==> config.mk <==
export PLATFORM = sky130hd
export DESIGN_NAME = gbsha_fir_out_stage
export DESIGN_NICKNAME = d
export VERILOG_FILES = /design/src/rtl/gbsha_fir_out_stage.sv
export SDC_FILE = /design/constraint.sdc
export NUM_CORES = 1
export LEC_CHECK = 0
export BUFFER_PORTS_ARGS = -buffer_cell sky130_fd_sc_hd__buf_2
export CAP_MARGIN = 20
export CORE_ASPECT_RATIO = 0.7
export CORE_MARGIN = 2
export CORE_UTILIZATION = 45
export CTS_CLUSTER_SIZE = 30
export DETAILED_ROUTE_END_ITERATION = 12
export GPL_TIMING_DRIVEN = 0
export PLACE_DENSITY = 0.65
export RECOVER_POWER = 25
export SLEW_MARGIN = 20
export SYNTH_ARGS = -nofsm -noshare
export SYNTH_HDL_FRONTEND = slang
export SYNTH_SLANG_ARGS = --single-unit
==> constraint.sdc <==
create_clock -name clk -period 2.11 [get_ports clk]
set_input_delay 0.1055 -clock clk [delete_from_list [all_inputs] [get_ports clk]]
set_output_delay 0.1055 -clock clk [all_outputs]
set_load 0.05 [all_outputs]
==> src/rtl/gbsha_fir_out_stage.sv <==
// Output conditioning stage: rounds/saturates FIR products to pin width, buffers them
// in a first-word-fall-through FIFO and tracks saturation/peak statistics.
module gbsha_fir_out_stage #(
   parameter int unsigned BW_product = 12,
   parameter int unsigned BW_out     = 8,
   parameter int unsigned SHIFT      = 4,
   parameter int unsigned DEPTH      = 4,
   parameter int unsigned CNT_W      = 8
) (
   input  logic                  clk,
   input  logic                  reset,
   input  logic                  clear,
   input  logic                  in_valid,
   input  logic [BW_product-1:0] in_data,
   output logic                  in_ready,
   output logic                  out_valid,
   output logic [BW_out-1:0]     out_data,
   input  logic                  out_ready,
   output logic [CNT_W-1:0]      sat_count,
   output logic [BW_out-1:0]     peak
);

   localparam int unsigned SUM_W  = BW_product + 1;
   localparam int unsigned PTR_W  = $clog2(DEPTH);
   localparam int unsigned OCC_W  = PTR_W + 1;
   localparam int unsigned RND_SH = (SHIFT > 0) ? SHIFT - 1 : 0;
   localparam logic [SUM_W-1:0] RND     = (SHIFT > 0) ? (SUM_W'(1) << RND_SH) : '0;
   localparam logic [SUM_W-1:0] OUT_MAX = SUM_W'({BW_out{1'b1}});

   logic [BW_out-1:0] mem_q [DEPTH];
   logic [BW_out-1:0] mem_d [DEPTH];
   logic [PTR_W-1:0]  wr_ptr_q, wr_ptr_d;
   logic [PTR_W-1:0]  rd_ptr_q, rd_ptr_d;
   logic [OCC_W-1:0]  count_q, count_d;
   logic              full_q, full_d;
   logic              empty_q, empty_d;
   logic [CNT_W-1:0]  sat_count_q, sat_count_d;
   logic [BW_out-1:0] peak_q, peak_d;

   logic [SUM_W-1:0]  sum;
   logic [SUM_W-1:0]  rounded;
   logic              conv_sat;
   logic [BW_out-1:0] conv_val;
   logic              push;
   logic              pop;
   logic [CNT_W-1:0]  sat_base;
   logic [BW_out-1:0] peak_base;

   // Round-half-up then shift; anything above the pin range clamps to all ones.
   always_comb begin
      sum      = SUM_W'(in_data) + RND;
      rounded  = sum >> SHIFT;
      conv_sat = (rounded > OUT_MAX);
      conv_val = conv_sat ? '1 : rounded[BW_out-1:0];
   end

   always_comb begin
      mem_d       = mem_q;
      wr_ptr_d    = wr_ptr_q;
      rd_ptr_d    = rd_ptr_q;
      count_d     = count_q;
      sat_count_d = sat_count_q;
      peak_d      = peak_q;
      sat_base    = clear ? '0 : sat_count_q;
      peak_base   = clear ? '0 : peak_q;

      push = in_valid && !full_q;
      pop  = out_ready && !empty_q;

      if (push) begin
         mem_d[wr_ptr_q] = conv_val;
         wr_ptr_d        = wr_ptr_q + PTR_W'(1);
      end
      if (pop) begin
         rd_ptr_d = rd_ptr_q + PTR_W'(1);
      end

      case ({push, pop})
         2'b10:   count_d = count_q + OCC_W'(1);
         2'b01:   count_d = count_q - OCC_W'(1);
         default: count_d = count_q;
      endcase
      full_d  = (count_d == OCC_W'(DEPTH));
      empty_d = (count_d == '0);

      // A clear on the same edge as an accept restarts statistics from that word.
      sat_count_d = sat_base;
      peak_d      = peak_base;
      if (push) begin
         if (conv_sat && (sat_base != '1)) begin
            sat_count_d = sat_base + CNT_W'(1);
         end
         if (conv_val > peak_base) begin
            peak_d = conv_val;
         end
      end
   end

   always_ff @(posedge clk or negedge reset) begin
      if (!reset) begin
         mem_q       <= '{default: '0};
         wr_ptr_q    <= '0;
         rd_ptr_q    <= '0;
         count_q     <= '0;
         full_q      <= 1'b0;
         empty_q     <= 1'b1;
         sat_count_q <= '0;
         peak_q      <= '0;
      end else begin
         mem_q       <= mem_d;
         wr_ptr_q    <= wr_ptr_d;
         rd_ptr_q    <= rd_ptr_d;
         count_q     <= count_d;
         full_q      <= full_d;
         empty_q     <= empty_d;
         sat_count_q <= sat_count_d;
         peak_q      <= peak_d;
      end
   end

   assign in_ready  = !full_q;
   assign out_valid = !empty_q;
   assign out_data  = mem_q[rd_ptr_q];
   assign sat_count = sat_count_q;
   assign peak      = peak_q;

endmodule
==> metrics.md, run 1 <==
| Metric | Value |
|---|---|
| Worst vdd ir | about 710 uV |
| Fmax | roughly 0.48 GHz |
| R2r setup slk | approximately 0.11 ns |
| Total CTS buffers | 9 |
| Cell Area, Synth | roughly 2900 sq um |
| Nets@finish | between 300 and 400 |
| Minimum clock period | ~2.1 ns |
| Power share of the clock group | 22.3% |
| WS Path Type | in2reg |
| Worst R2R Start | full_q$_DFF_PN0_ |
| Most frequent cells in the layout | 56 x dfrtp_1, 49 x nand2_1, 37 x buf_2 |
| CTS sink count | 57 |
| Initial antenna violation count | 0 |
| Port Buffer Count | 39 |
| Site Rows | 24 |
| TNS Setup | 0 ns |
| Cell variety after synth | 38 |
| Syn_nets | roughly 310 |
| Number of global-route vias before repair | 2255 |
| Post-route worst hold slack | around 0.17 ns |
| WHS Path Cells | 4 |
| Boundary Pins | 43 |
| Syn_area_per_cell | around 10 sq um |
| First-pass GRT wire length | roughly 11000 um |
| DR pass1 iterations | 4 |
| Final WL | about 7000 um |
| Reg2Reg Depth | 9 |
| Vias | about 2200 |
| Ys flop type | dfrtp_1 |
| Leading cell type in the layout, fill and taps excluded | dfrtp_1 |
| Core area | roughly 6300 sq um |
| Critical Path RT | ~2.4 ns |
| Diodes inserted | 0 |
| Sequential group share of total power | between 30% and 40% |
| Clock transition at the registers of the reported paths | 0.06 ns |
| Cells after Synth | ~280 |
| Final hold vios | 0 |
| Post-synth EDFFs | 0 |
| Final GP Congestion | 0.806 |
| Worst-Skew Late Latency | ~0.34 ns |
| Deepest clock path buffer count | 2 |
| Slew Limit Fails | 0 |
| Cell internal pwr | slightly below 3000 uW |
| Leak | roughly 0.0018 uW |
| Hold WC Path Type | in2reg |
| P&R area growth vs syn | 26.4% |
| Yosys warns | 0 |
| Final worst-path cycle share | between 90% and 100% |
| Yosys reg bits | 57 |
| Skew final | approximately 0.0076 ns |
| Switching power | 2060 uW |
| CTS tree | built |
| Setup crit end | peak[3]$_DFF_PN0_ |
| Final instance area | about 3700 sq um |
| Placed Area | between 3000 and 4000 sq um |
| Power share of the combinational group | 44.0% |
| Remaining DRCs | 0 |
| Final setup vio count | 0 |
| GRT Util Overall | about a fifth |
| Startpoint class of the critical path | input port |
| Power Density | about 1400 nW/um^2 |
| Share of cells above drive strength 1 | 31.6% |
| CP startpoint | in_data[5] |
| FF-to-FF End | full_q$_DFF_PN0_ |
| Antenna-violating nets left | 0 |
| CP max FO | 6 |
| Initial DRC count | 103 |
| Total of max-cap violations | 0 |
| Global route overflow | 0 |
| H-tree Lvls | 3 |
| Worst Path Arrival | roughly 2.4 ns |
| Die Y | 71.6 um |
| WL/cell | between 15 and 20 um |
| Via/cell ratio | ~5.3 |
| Dpl hpwl | between 4000 and 5000 um |
| Slew of the pin with the lowest slew margin | approximately 1.4 ns |
| Async SR Flop Fraction | 100% |
| Sw frac | between 40% and 50% |
| Critical hold path startpoint | clear |
| Clock Tree Root | clkbuf_8 |
| Die width | 101 um |
| Outcome | complete, no violations |
| Largest net degree at the start of global routing | 58 |
| Initial Util | roughly 47% |
| Seq/Total Area, Yosys | between 40% and 50% |
| Die area | just over 7000 sq um |
| Setup crit end kind | register |
| Rel. slew slack | ~6.0% |
## through the flow
step / std cells / setup slack (ns) / util [%] / power, uW
CTS: 419 / 0.00481 / 57.3 / 4970
floorplan: 281 / 0.00237 / - / 3310
global route: 426 / -0.0560 / 59.2 / 5360
global placement: 398 / -0.679 / 52.2 / 3740
detailed placement: 398 / -0.714 / 52.2 / 3790
finish: 426 / 0.00727 / 59.2 / 5020
## state kept, by name, summed over array words and instances (netlist names)
name       cells
count_q        3
empty_q        1
peak           8
rd_ptr_q       2
mem_q         32
wr_ptr_q       2
full_q         1
sat_count      8
## layer usage
layer / vias up / share of wire (%) / track usage [%]
met3: 8 / 5.5 / 6.15
met2: 58 / 44 / 30.5
met4: 0 / 0.92 / 5.18
li1: 1087 / - / -
met1: 1087 / 50 / 29.8
met5: - / 0 / 0
## synth_stat cells, drive strengths merged, types with 5 or more instances
cell type	count	area [sq um]
xnor2	8	70.1
o21ai	40	200
nor2b	8	50.1
nand2	50	188
nand3	5	25.0
xor2	6	52.6
clkbuf	6	22.5
dfrtp	56	1400
ha	15	188
inv	17	63.8
mux4	8	180
mux2i	9	90.1
nand4	6	58.8
nand2b	9	56.3
nor2	12	45.0
## area by class of cell
type                       instances  area, sq um
fill                             533         2560
multi-input combinational        199         1570
timing repair buffer              52          304
tap                               78         97.6
clock inverter                     3         65.1
clock buffer                      12          145
inverter                          17         63.8
buffer                             8         38.8
sequential                        57         1430
## worst max-delay path, stage by stage
cell	delay, ns
buf_2	0.18
nand4_4	0.19
nor2_4	0.16
nand3b_1	0.15
o21ai_4	0.14
inv_1	0.08
ha_1	0.23
a211oi_2	0.23
o21bai_2	0.10
mux2_4	0.27
o211ai_4	0.10
buf_6	0.17
mux2i_2	0.23
## power by group through the flow
stage / Clock, uW / Sequential (uW) / Combinational (uW)
2_1_floorplan: 0 / 1770 / 1540
3_3_place_gp: 0 / 1690 / 2050
3_5_place_dp: 0 / 1710 / 2090
4_1_cts: 1140 / 1690 / 2140
5_1_grt: 1180 / 1740 / 2440
6_report: 1120 / 1700 / 2210
## logic make-up after synthesis
family | share of synthesized area [%]
compound gates | 8.85
xor+xnor | 4.17
fa+ha+maj | 7.06
buf+inv | 3.28
flops | 48.6
mux | 10.1
simple gates | 18.0
## worst min-delay path by stage
stage,to,slack [ns]
after floorplan,count_q[0]$_DFF_PN0_,-0.19
after global placement,count_q[0]$_DFF_PN0_,0.45
after detailed placement,peak[5]$_DFF_PN0_,0.22
after CTS,sat_count[1]$_DFF_PN0_,0.16
after global routing,sat_count[3]$_DFF_PN0_,0.19
final,sat_count[1]$_DFF_PN0_,0.17
## timing repair
item / 4_1_cts / 5_1_grt
gates resized for setup: 16 / 19
buffers inserted: 5 / 7
pin swaps: 2 / 9
endpoints found under the setup margin: 9 / 10
hold buffers: 1 / 0
hold endpoints to repair: 56 / 0
(Power assumes the default switching activity.)
==> run 2: changes to the inputs <==
--- a/config.mk
+++ b/config.mk
@@ -7,13 +7,15 @@
 export LEC_CHECK = 0
 export BUFFER_PORTS_ARGS = -buffer_cell sky130_fd_sc_hd__buf_2
 export CAP_MARGIN = 20
+export CELL_PAD_IN_SITES_DETAIL_PLACEMENT = 0
+export CELL_PAD_IN_SITES_GLOBAL_PLACEMENT = 2
 export CORE_ASPECT_RATIO = 0.7
 export CORE_MARGIN = 2
-export CORE_UTILIZATION = 45
+export CORE_UTILIZATION = 36
 export CTS_CLUSTER_SIZE = 30
 export DETAILED_ROUTE_END_ITERATION = 12
 export GPL_TIMING_DRIVEN = 0
-export PLACE_DENSITY = 0.65
+export PLACE_DENSITY_LB_ADDON = 0.1
 export RECOVER_POWER = 25
 export SLEW_MARGIN = 20
 export SYNTH_ARGS = -nofsm -noshare
==> run 2 against run 1 <==
Compared with the run above:
- routed wire length up 6.0%
- setup slack better by 0.081 ns
- sequential cell count did not move
- final area increased by 3.4%
- sequential power about the same
- global-route usage down 2.2 points
- total power rose by 9.2%
- critical endpoint is now full_q$_DFF_PN0_
==> metrics.md, run 2 (synthesis gave the netlist of run 1 again) <==
| Metric | Value |
|---|---|
| Final GP Congestion | 0.778 |
| Slew of the pin with the lowest slew margin | around 1.4 ns |
| Fmax | about 0.5 GHz |
| Rel. slew slack | 3.36% |
| Share of cells above drive strength 1 | approximately a third |
| Initial antenna violation count | 0 |
| TNS Setup | 0 ns |
| Number of global-route vias before repair | approximately 2200 |
| Largest net degree at the start of global routing | between 50 and 60 |
| CTS sink count | between 50 and 60 |
| Max reg flops | 32 |
| Worst-Skew Late Latency | about 0.32 ns |
| Remaining DRCs | 0 |
| Startpoint class of the critical path | register |
| Skew final | around 0.0034 ns |
| R2r setup slk | between 0.08 and 0.09 ns |
| Most flop-heavy register | mem_q |
| Dpl hpwl | about 5000 um |
| Boundary Pins | 43 |
| Final worst-path cycle share | between 90 and 100% |
| Diodes inserted | 0 |
| Core area | slightly below 8000 sq um |
| Fin util | 48.6% |
| Outcome | complete, no violations |
| WS Path Type | reg2reg |
| Clock transition at the registers of the reported paths | about 0.050 ns |
| Final setup vio count | 0 |
| H-tree Lvls | 3 |
| Slew Limit Fails | 0 |
| WL/cell | 16.5 um |
| Power Density | between 1000 and 1500 nW/um^2 |
| Leading cell type in the layout, fill and taps excluded | dfrtp_1 |
| Leak | between 0.0015 and 0.002 uW |
| Die width | 112 um |
| Hold WC Path Type | in2reg |
| Setup crit end kind | register |
| Via/cell ratio | 4.97 |
| Critical Path RT | between 2 and 2.5 ns |
| Clock Tree Root | clkbuf_16 |
| Fillers | 753 |
| DR pass1 iterations | 4 |
| Minimum clock period | slightly above 2 ns |
| Worst vdd ir | between 800 and 900 uV |
| P&R area growth vs syn | 30.7% |
| First-pass GRT wire length | between 10000 and 15000 um |
| Initial DRC count | 63 |
| Die Y | around 80 um |
| Final WL | about 7400 um |
| Total CTS buffers | 9 |
| Port Buffer Count | 39 |
| Final hold vios | 0 |
| Global route overflow | 0 |
| Total of max-cap violations | 0 |
| Initial Util | 37.2% |
| Vias | 2223 |
| Deepest clock path buffer count | 2 |
| Die area | approximately 8900 sq um |
| CTS tree | built |
| CP max FO | 10 |
| Worst Path Arrival | approximately 2.3 ns |
| Most frequent cells in the layout | 56 x dfrtp_1, 49 x nand2_1, 38 x buf_2 |
| GRT Util Overall | 18.3% |
| Site Rows | 27 |
| Antenna-violating nets left | 0 |
| Nets@finish | 374 |
[run 2: changes by cell type in the layout (fill, tap and decap cells not counted), sizes merged]
cell	previous run	this run
buf	50	48
clkinv	1	2
clkinvlp	0	1
clkbuf	21	19
[run 2: repair_timing]
item,CTS,global route
pin swaps,3,6
endpoints found under the hold margin,56,0
hold buffers,1,0
setup buffers,4,5
resized for setup,8,28
setup endpoints to repair,10,10
[run 2: worst paths after layout]
check	depth (start not counted)	start	endpoint
max	10	full_q$_DFF_PN0_	full_q$_DFF_PN0_
min	4	clear	sat_count[1]$_DFF_PN0_
max in group asynchronous	2	reset	peak[1]$_DFF_PN0_
min reg2reg	2	mem_q[13]$_DFFE_PN0P_	mem_q[13]$_DFFE_PN0P_
max reg2reg	10	full_q$_DFF_PN0_	full_q$_DFF_PN0_
min in group asynchronous	2	reset	sat_count[3]$_DFF_PN0_
[run 2: layout make-up]
cell class              instances  area, sq um  area share [%]
inverters                      17         63.8            1.66
multi-input cells             199         1570            41.0
well taps                     101          126            3.29
flip-flops and latches         57         1430            37.1
plain buffers                   8         38.8            1.01
repair buffers                 49          283            7.36
clock inverters                 5         77.6            2.02
clock buffers                  11          253            6.58
[run 2: per-stage QoR]
step | setup WS [ns] | hold slack, ns | power, uW | instance area [sq um] | instances
after detailed placement | -0.714 | 0.231 | 3810 | 3310 | 421
after CTS | 0.00671 | 0.183 | 5470 | 3700 | 442
final | 0.0881 | 0.191 | 5480 | 3840 | 447
after global routing | -0.0232 | 0.213 | 5860 | 3840 | 447
after global placement | -0.754 | 0.458 | 3790 | 3300 | 421
after floorplan | 0.00237 | -0.190 | 3310 | 2980 | 281
[run 2: power breakdown]
group          switching (uW)  internal (uW)
combinational            1430            761
sequential                195           1500
clock                     501           1090
total                    2130           3350
[run 2: routing by layer]
layer | wire length, um | share of wire (%) | track usage [%]
met2 | 3060 | 42 | 25.0
met1 | 3890 | 53 | 27.4
met4 | 50 | 0.68 | 5.12
met5 | 0 | 0 | 0
met3 | 370 | 5.0 | 6.38
[run 2: critical path, stage by stage, from the launching register on]
cell and delay (ns):
dfrtp_1 0.39, nor2b_2 0.07, buf_6 0.14, inv_1 0.06, ha_2 0.17, inv_1 0.05
fa_1 0.37, xor2_1 0.15, nor2_1 0.14, xor2_1 0.22, nor2b_2 0.18
